===== config.mk =====
export PLATFORM = sky130hd
export DESIGN_NAME = uart_rx_cmd_ctrl
export DESIGN_NICKNAME = d
export VERILOG_FILES = /design/src/rtl/uart_rx_cmd_ctrl_pkg.sv /design/src/rtl/uart_rx_cmd_ctrl.sv
export SDC_FILE = /design/constraint.sdc
export NUM_CORES = 1
export LEC_CHECK = 0
export CAP_MARGIN = 10
export CORE_MARGIN = 5
export CORE_UTILIZATION = 35
export CTS_BUF_LIST = sky130_fd_sc_hd__clkbuf_8
export DETAILED_ROUTE_END_ITERATION = 12
export MAX_ROUTING_LAYER = met4
export PLACE_DENSITY = 0.67
export REMOVE_ABC_BUFFERS = 1
export SETUP_SLACK_MARGIN = 0.02
export SKIP_LAST_GASP = 1
export SLEW_MARGIN = 10
export SYNTH_ARGS = -nofsm -noshare
export SYNTH_HDL_FRONTEND = slang
export SYNTH_SLANG_ARGS = --single-unit

===== constraint.sdc =====
create_clock -name CLK -period 2.1 [get_ports CLK]
set_input_delay 0.63 -clock CLK [delete_from_list [all_inputs] [get_ports CLK]]
set_output_delay 0.63 -clock CLK [all_outputs]
set_load 0.01 [all_outputs]

===== src/rtl/uart_rx_cmd_ctrl_pkg.sv =====
// Shared definitions for the UART command-frame controller: opcodes, FSM states
// and the fixed register-file slots that hold ALU operands.
package uart_rx_cmd_ctrl_pkg;

    localparam logic [7:0] CMD_RF_WR   = 8'hAA;
    localparam logic [7:0] CMD_RF_RD   = 8'hBB;
    localparam logic [7:0] CMD_ALU_OP  = 8'hCC;
    localparam logic [7:0] CMD_ALU_NOP = 8'hDD;

    localparam int OPA_ADDR = 0;
    localparam int OPB_ADDR = 1;

    typedef enum logic [3:0] {
        IDLE     = 4'd0,
        WR_ADDR  = 4'd1,
        WR_DATA  = 4'd2,
        RD_ADDR  = 4'd3,
        RD_WAIT  = 4'd4,
        OP_A     = 4'd5,
        OP_B     = 4'd6,
        FUN      = 4'd7,
        ALU_WAIT = 4'd8,
        TX_RD    = 4'd9,
        TX_LO    = 4'd10,
        TX_HI    = 4'd11
    } state_t;

endpackage


===== src/rtl/uart_rx_cmd_ctrl.sv =====
// Decodes command frames from the UART receiver into register-file and ALU
// strobes, and returns read data / ALU results to the transmitter one byte at a time.
module uart_rx_cmd_ctrl
    import uart_rx_cmd_ctrl_pkg::*;
#(
    parameter int DATA_WIDTH = 8,
    parameter int ADDR_WIDTH = 4,
    parameter int FUN_WIDTH  = 4
) (
    input  logic                    CLK,
    input  logic                    RST,
    input  logic [DATA_WIDTH-1:0]   RX_P_DATA,
    input  logic                    RX_D_VLD,
    output logic                    RF_WR_EN,
    output logic                    RF_RD_EN,
    output logic [ADDR_WIDTH-1:0]   RF_ADDR,
    output logic [DATA_WIDTH-1:0]   RF_WR_DATA,
    input  logic [DATA_WIDTH-1:0]   RF_RD_DATA,
    input  logic                    RF_RD_VLD,
    output logic                    ALU_EN,
    output logic [FUN_WIDTH-1:0]    ALU_FUN,
    input  logic [2*DATA_WIDTH-1:0] ALU_OUT,
    input  logic                    ALU_OUT_VLD,
    output logic                    CLK_GATE_EN,
    output logic [DATA_WIDTH-1:0]   TX_DATA,
    output logic                    TX_VALID,
    input  logic                    TX_READY,
    output logic                    FRAME_DROP
);

    state_t                  state;
    logic [DATA_WIDTH-1:0]   res_hi;
    logic                    busy;
    logic                    tx_accept;

    // Bytes arriving while waiting on the RF/ALU or draining a response are discarded.
    always_comb begin
        busy = state inside {RD_WAIT, ALU_WAIT, TX_RD, TX_LO, TX_HI};
    end

    assign tx_accept = TX_VALID && TX_READY;

    always_ff @(posedge CLK) begin
        if (RST) begin
            state       <= IDLE;
            RF_WR_EN    <= 1'b0;
            RF_RD_EN    <= 1'b0;
            RF_ADDR     <= '0;
            RF_WR_DATA  <= '0;
            ALU_EN      <= 1'b0;
            ALU_FUN     <= '0;
            CLK_GATE_EN <= 1'b0;
            TX_DATA     <= '0;
            TX_VALID    <= 1'b0;
            FRAME_DROP  <= 1'b0;
            res_hi      <= '0;
        end else begin
            // NOTE: strobes default low here so each branch only raises them for one cycle.
            RF_WR_EN   <= 1'b0;
            RF_RD_EN   <= 1'b0;
            ALU_EN     <= 1'b0;
            FRAME_DROP <= RX_D_VLD && busy;

            case (state)
                IDLE: begin
                    if (RX_D_VLD) begin
                        case (RX_P_DATA)
                            CMD_RF_WR:  state <= WR_ADDR;
                            CMD_RF_RD:  state <= RD_ADDR;
                            CMD_ALU_OP: state <= OP_A;
                            CMD_ALU_NOP: begin
                                state       <= FUN;
                                CLK_GATE_EN <= 1'b1;
                            end
                            default:    state <= IDLE;
                        endcase
                    end
                end
                WR_ADDR: begin
                    if (RX_D_VLD) begin
                        RF_ADDR <= RX_P_DATA[ADDR_WIDTH-1:0];
                        state   <= WR_DATA;
                    end
                end
                WR_DATA: begin
                    if (RX_D_VLD) begin
                        RF_WR_EN   <= 1'b1;
                        RF_WR_DATA <= RX_P_DATA;
                        state      <= IDLE;
                    end
                end
                RD_ADDR: begin
                    if (RX_D_VLD) begin
                        RF_RD_EN <= 1'b1;
                        RF_ADDR  <= RX_P_DATA[ADDR_WIDTH-1:0];
                        state    <= RD_WAIT;
                    end
                end
                RD_WAIT: begin
                    if (RF_RD_VLD) begin
                        TX_DATA  <= RF_RD_DATA;
                        TX_VALID <= 1'b1;
                        state    <= TX_RD;
                    end
                end
                OP_A: begin
                    if (RX_D_VLD) begin
                        RF_WR_EN   <= 1'b1;
                        RF_ADDR    <= ADDR_WIDTH'(OPA_ADDR);
                        RF_WR_DATA <= RX_P_DATA;
                        state      <= OP_B;
                    end
                end
                OP_B: begin
                    if (RX_D_VLD) begin
                        RF_WR_EN    <= 1'b1;
                        RF_ADDR     <= ADDR_WIDTH'(OPB_ADDR);
                        RF_WR_DATA  <= RX_P_DATA;
                        CLK_GATE_EN <= 1'b1;
                        state       <= FUN;
                    end
                end
                FUN: begin
                    if (RX_D_VLD) begin
                        ALU_EN  <= 1'b1;
                        ALU_FUN <= RX_P_DATA[FUN_WIDTH-1:0];
                        state   <= ALU_WAIT;
                    end
                end
                ALU_WAIT: begin
                    if (ALU_OUT_VLD) begin
                        TX_DATA     <= ALU_OUT[DATA_WIDTH-1:0];
                        res_hi      <= ALU_OUT[2*DATA_WIDTH-1:DATA_WIDTH];
                        TX_VALID    <= 1'b1;
                        CLK_GATE_EN <= 1'b0;
                        state       <= TX_LO;
                    end
                end
                TX_LO: begin
                    // TX_VALID stays high across the low/high byte boundary.
                    if (tx_accept) begin
                        TX_DATA <= res_hi;
                        state   <= TX_HI;
                    end
                end
                TX_RD, TX_HI: begin
                    if (tx_accept) begin
                        TX_VALID <= 1'b0;
                        state    <= IDLE;
                    end
                end
                default: state <= IDLE;
            endcase
        end
    end

endmodule


**Word level (Yosys, flattened, before mapping)**

Index checks and enable logic that the tools add are counted.

- $add $sub $neg: 0
- Multiply operators: 0
- Divide/modulo/power cells: 0
- Order comparisons: 0
- Eq/ne operators: 28
- Shifts and indexed selects: 0
- Multiplexer cells: 30
- Bitwise gates (word level): 3
- Reduce and logical (&&, ||, !) cells: 22

Operator list:

| cell | number |
|---|---|
| $mux 4 | 13 |
| $pmux 4 s11 | 1 |
| $eq 8x8->1 const B | 4 |
| $mux 8 | 3 |
| $pmux 8 s3 | 1 |
| $ne 2x2->1 const B | 11 |
| $eq 4x3->1 const B | 4 |
| $eq 4x4->1 const B | 4 |
| $pmux 3 s4 | 1 |
| $pmux 4 s3 | 1 |
| $reduce_and 4->1 | 3 |
| $reduce_bool 3->1 | 4 |
| $reduce_and 11->1 | 1 |
| $reduce_or 2->1 | 5 |
| $eq 4x2->1 const B | 2 |
| $mux 1 | 8 |
| $pmux 1 s3 | 2 |
| $reduce_and 2->1 | 3 |
| $reduce_and 5->1 | 1 |
| $reduce_bool 5->1 | 1 |
| $eq 4x1->1 const B | 1 |
| $logic_not 4->1 | 1 |
| $ne 2x1->1 const B | 2 |
| $not 1->1 | 3 |
| 2 further kinds | 3 |

- Bits in registers: 42
- Latch bits: 0
- Bits in writable memories: 0
- Bits in read-only memories: 0
- Bits of input ports: 38
- Output and inout bits: 30
- Logic and storage cells: 95
- Memories kept: 0

**Longest topological paths before layout**

- Depth in word-level cells: 4
- Depth in mapped cells: 7
- Gate-level depth less buffers: 4

**Least setup slack after synthesis**

OpenSTA, ideal clock, no wires.

- Path type: in2reg
- Start: input RX_P_DATA[1]
- End: register state[1]
- Setup time: 91 ps
- Arrival time: 1603 ps
- Data required time: 2009 ps
- Path slack: 406 ps
- Stages on the path: 4
- Buffers on the path: 0
- Path through: nand4bb_1 -> a2111oi_2 -> o31ai_1 -> a311oi_1

- Word-level cells in the longest chain between the ends: 4
- Elaborated cells between the ends (all ways): 7
- Classes of those cells: eq/ne (4); mux (3)

RTL lines:

| element | line | text |
|---|---|---|
| start: declaration | uart_rx_cmd_ctrl.sv:12 | `input logic [DATA_WIDTH-1:0] RX_P_DATA,` |
| $eq 8x8->1 | uart_rx_cmd_ctrl.sv:67 | `case (RX_P_DATA)` |
| $pmux 3 s4 (*) | uart_rx_cmd_ctrl.sv:67 |  |
| $mux 4 (*) | uart_rx_cmd_ctrl.sv:66 | `if (RX_D_VLD) begin` |
| $pmux 4 s11 (*) | uart_rx_cmd_ctrl.sv:64 | `case (state)` |
| end signal: assignment | uart_rx_cmd_ctrl.sv:68 | `CMD_RF_WR: state <= WR_ADDR;` |
| end signal: assignment | uart_rx_cmd_ctrl.sv:69 | `CMD_RF_RD: state <= RD_ADDR;` |
| end signal: assignment | uart_rx_cmd_ctrl.sv:70 | `CMD_ALU_OP: state <= OP_A;` |
| end: declaration | uart_rx_cmd_ctrl.sv:31 | `state_t state;` |

Every way passes the cells marked *; elsewhere a longest branch is shown, timed or not. The select of a mux whose other input is x is not followed.
A chain may end at the register's enable or synchronous reset.

**Final worst setup path**

- Start: input RX_P_DATA[2]
- End: register state[1]

The elaborated chain is that of the path after synthesis.

==> flow_summary.toml <==
[synth]
seq_area_frac_synth = 0.393
ys_warn_count = 0
synth.distinct_cells = 49
synth-compound-area-share = 0.161
syn-instance-count = 233
synthAdderAreaFrac = 0
synth_area_um2 = 2140
ys_seq_elements = 42
synth-main-ff-cell = "dfxtp_1"
synth_mux_area_frac = 0.168
synth_edf_count = 0
yosys.area_share.xor_xnor = 0.00819
yosys.area_share.simple = 0.216
ys_async_sr_fraction = 0
synth_top_family_by_area = "simple AND/OR/NAND/NOR gates"
postSynthAreaPerCell_um2 = 9.18

[floorplan]
core_um2 = 5920
dieArea_um2 = 7780
start_util = 0.361
rows = 28
dieHeight_um = 88.2
die_x_um = 88.2
ios = 68

[cts]
ctsHoldBuffers = 0
numCtsBuffers = 5
cts-resized-gates = 0
clk_pin_slew_ps = 90
cts_buffer_depth = 2
post_cts_buffers = 0
h-tree-depth = 2
root_buffer = "clkbuf_8"
clock_latency_ps = 300
cts_tree = "done"
cts_sinks = 42

[status]
status = "completed"

[place]
place_congestion = 0.919
dp_hpwl_mm = 4.14
port_buffers = 67

[final_layout]
final_nets = 352
drive_gt1_frac = 0.149
area_delta_synth_final_pct = 45.5
diodes = 0

[global_routing]
overflow = 0
grt_usage = 0.151
grt_pass1_vias = 1943
grt_max_degree = 28
grt_pass1_wl_mm = 8.98
antenna_found_initial = 0

[worst_setup_path]
cp_max_fo = 3
required_ps = 2310
crit_path_start_kind = "primary input"
crit_type = "in -> reg"
end_kind = "flop"
worstPathArrival_ps = 2160

[timing]
slew-limit-headroom = 0.599
drv_slew = 0
rsz0062_at_grt = "no"
whs_ps = 466
finalHoldViolCount = 0
setup_viol = 0
clock_skew_ps = 7.62
final.setup.tns_ps = 0
final.min_clock_period_ps = 1960
clock.fmax_mhz = 511
worst_slew_pin_slew_ps = 600
period_share = 0.931

[hold_path]
worst_hold_path_type = "reg -> reg"

[run]
cap_violations = 0

[power]
design_power_total_mw = 2.74
leakagePower_nw = 1.23
powerDensity_nw_per_um2 = 881
peakVddDrop_mv = 0.347

[routing]
ant_nets = 0
drt_pass1_iterations = 4
route.detailed.drc = 0
vias = 1948
dr.first_iter.drc_count = 86
wire_per_inst_um = 14.2
routed_wl_mm = 5.55
viasPerCell = 4.99
synthesized netlist by cell type, types with 2 or more instances:
master | number | area share
nand2_1 | 25 | 0.044
o211ai_1 | 10 | 0.035
clkbuf_1 | 8 | 0.014
nand3b_1 | 2 | 0.0070
buf_4 | 3 | 0.011
nor3_1 | 2 | 0.0047
nand2b_1 | 7 | 0.020
nand4bb_1 | 2 | 0.011
nor3b_1 | 3 | 0.011
nor2_1 | 25 | 0.044
and2_1 | 3 | 0.0088
dfxtp_1 | 42 | 0.39
xor2_1 | 2 | 0.0082
a21oi_1 | 10 | 0.023
inv_1 | 5 | 0.0088
buf_2 | 6 | 0.014
or2_2 | 2 | 0.0058
nor4_1 | 2 | 0.0058
nand3_1 | 7 | 0.016
o21ai_0 | 3 | 0.0070
mux2i_1 | 36 | 0.17
power breakdown:
| group | switching (mW) | leakage [nW] | internal (mW) |
|---|---|---|---|
| Clock | 0.292 | 0.0441 | 0.234 |
| Combinational | 0.545 | 0.843 | 0.624 |
| Sequential | 0.143 | 0.340 | 0.905 |
| Total | 0.980 | 1.23 | 1.76 |
metrics by stage:
step | area (um2) | std cells | utilization | setup slack [ps]
after floorplan | 2050 | 215 | - | -23.2
after global placement | 3020 | 382 | 0.511 | -113
after detailed placement | 3020 | 382 | 0.511 | -149
after CTS | 3110 | 390 | 0.526 | 154
after global routing | 3110 | 390 | 0.526 | 69.7
final | 3110 | 390 | 0.526 | 145
cell usage in the layout (no fill, tap or decap), drive strengths merged, types with 7 or more instances in the layout:
master          n
nor2           25
nand3           7
o211ai         10
clkdlybuf4s50  67
dfxtp          42
nand2b          8
mux2i          36
nand2          25
buf            25
a21oi          12
cell type report:
class | instances | area [um2]
timing repair buffer | 92 | 883
clock inverter | 3 | 21.3
clock buffer | 5 | 68.8
fill | 580 | 2810
tap | 75 | 93.8
multi-input combinational | 168 | 1190
sequential | 42 | 841
inverter | 5 | 18.8
registers in the layout, summed over array words and instances (netlist names), 4 cells and up:
name / cells
RF_WR_DATA: 8
TX_DATA: 8
res_hi: 8
ALU_FUN: 4
RF_ADDR: 4
state: 4
path summary, 6_finish.rpt:
path | startpoint | cells after the start | end | slack, ps
hold / removal | TX_DATA[5] | 2 | TX_DATA[5] | 470
setup / recovery | RX_P_DATA[2] | 5 | state[1] | 140
setup reg to reg | state[2] | 4 | state[2] | 290
hold reg to reg | TX_DATA[5] | 2 | TX_DATA[5] | 470
cell families after synthesis:
logic type             count (synthesis)
AND/OR/NAND/NOR                       88
AO/OA/AOI/OAI                         42
flip-flops                            42
multiplexers                          36
buffers and inverters                 23
XOR/XNOR                               2
metal layers:
metal	global-route usage	wire length, um	vias to the layer above	part of all wire
li1	-	-	989	-
met1	0.189	2510	896	0.45
met2	0.241	2610	59	0.47
met3	0.0470	390	4	0.070
met4	0.0288	31	0	0.0056
met5	-	0	-	0
critical path: stages:
cell             delay (ps)
clkdlybuf4s50_1         450
nand4bb_1               310
a2111oi_2               410
o31ai_1                 120
a311oi_1                250
No activity file was read; power rests on OpenSTA's default activity.
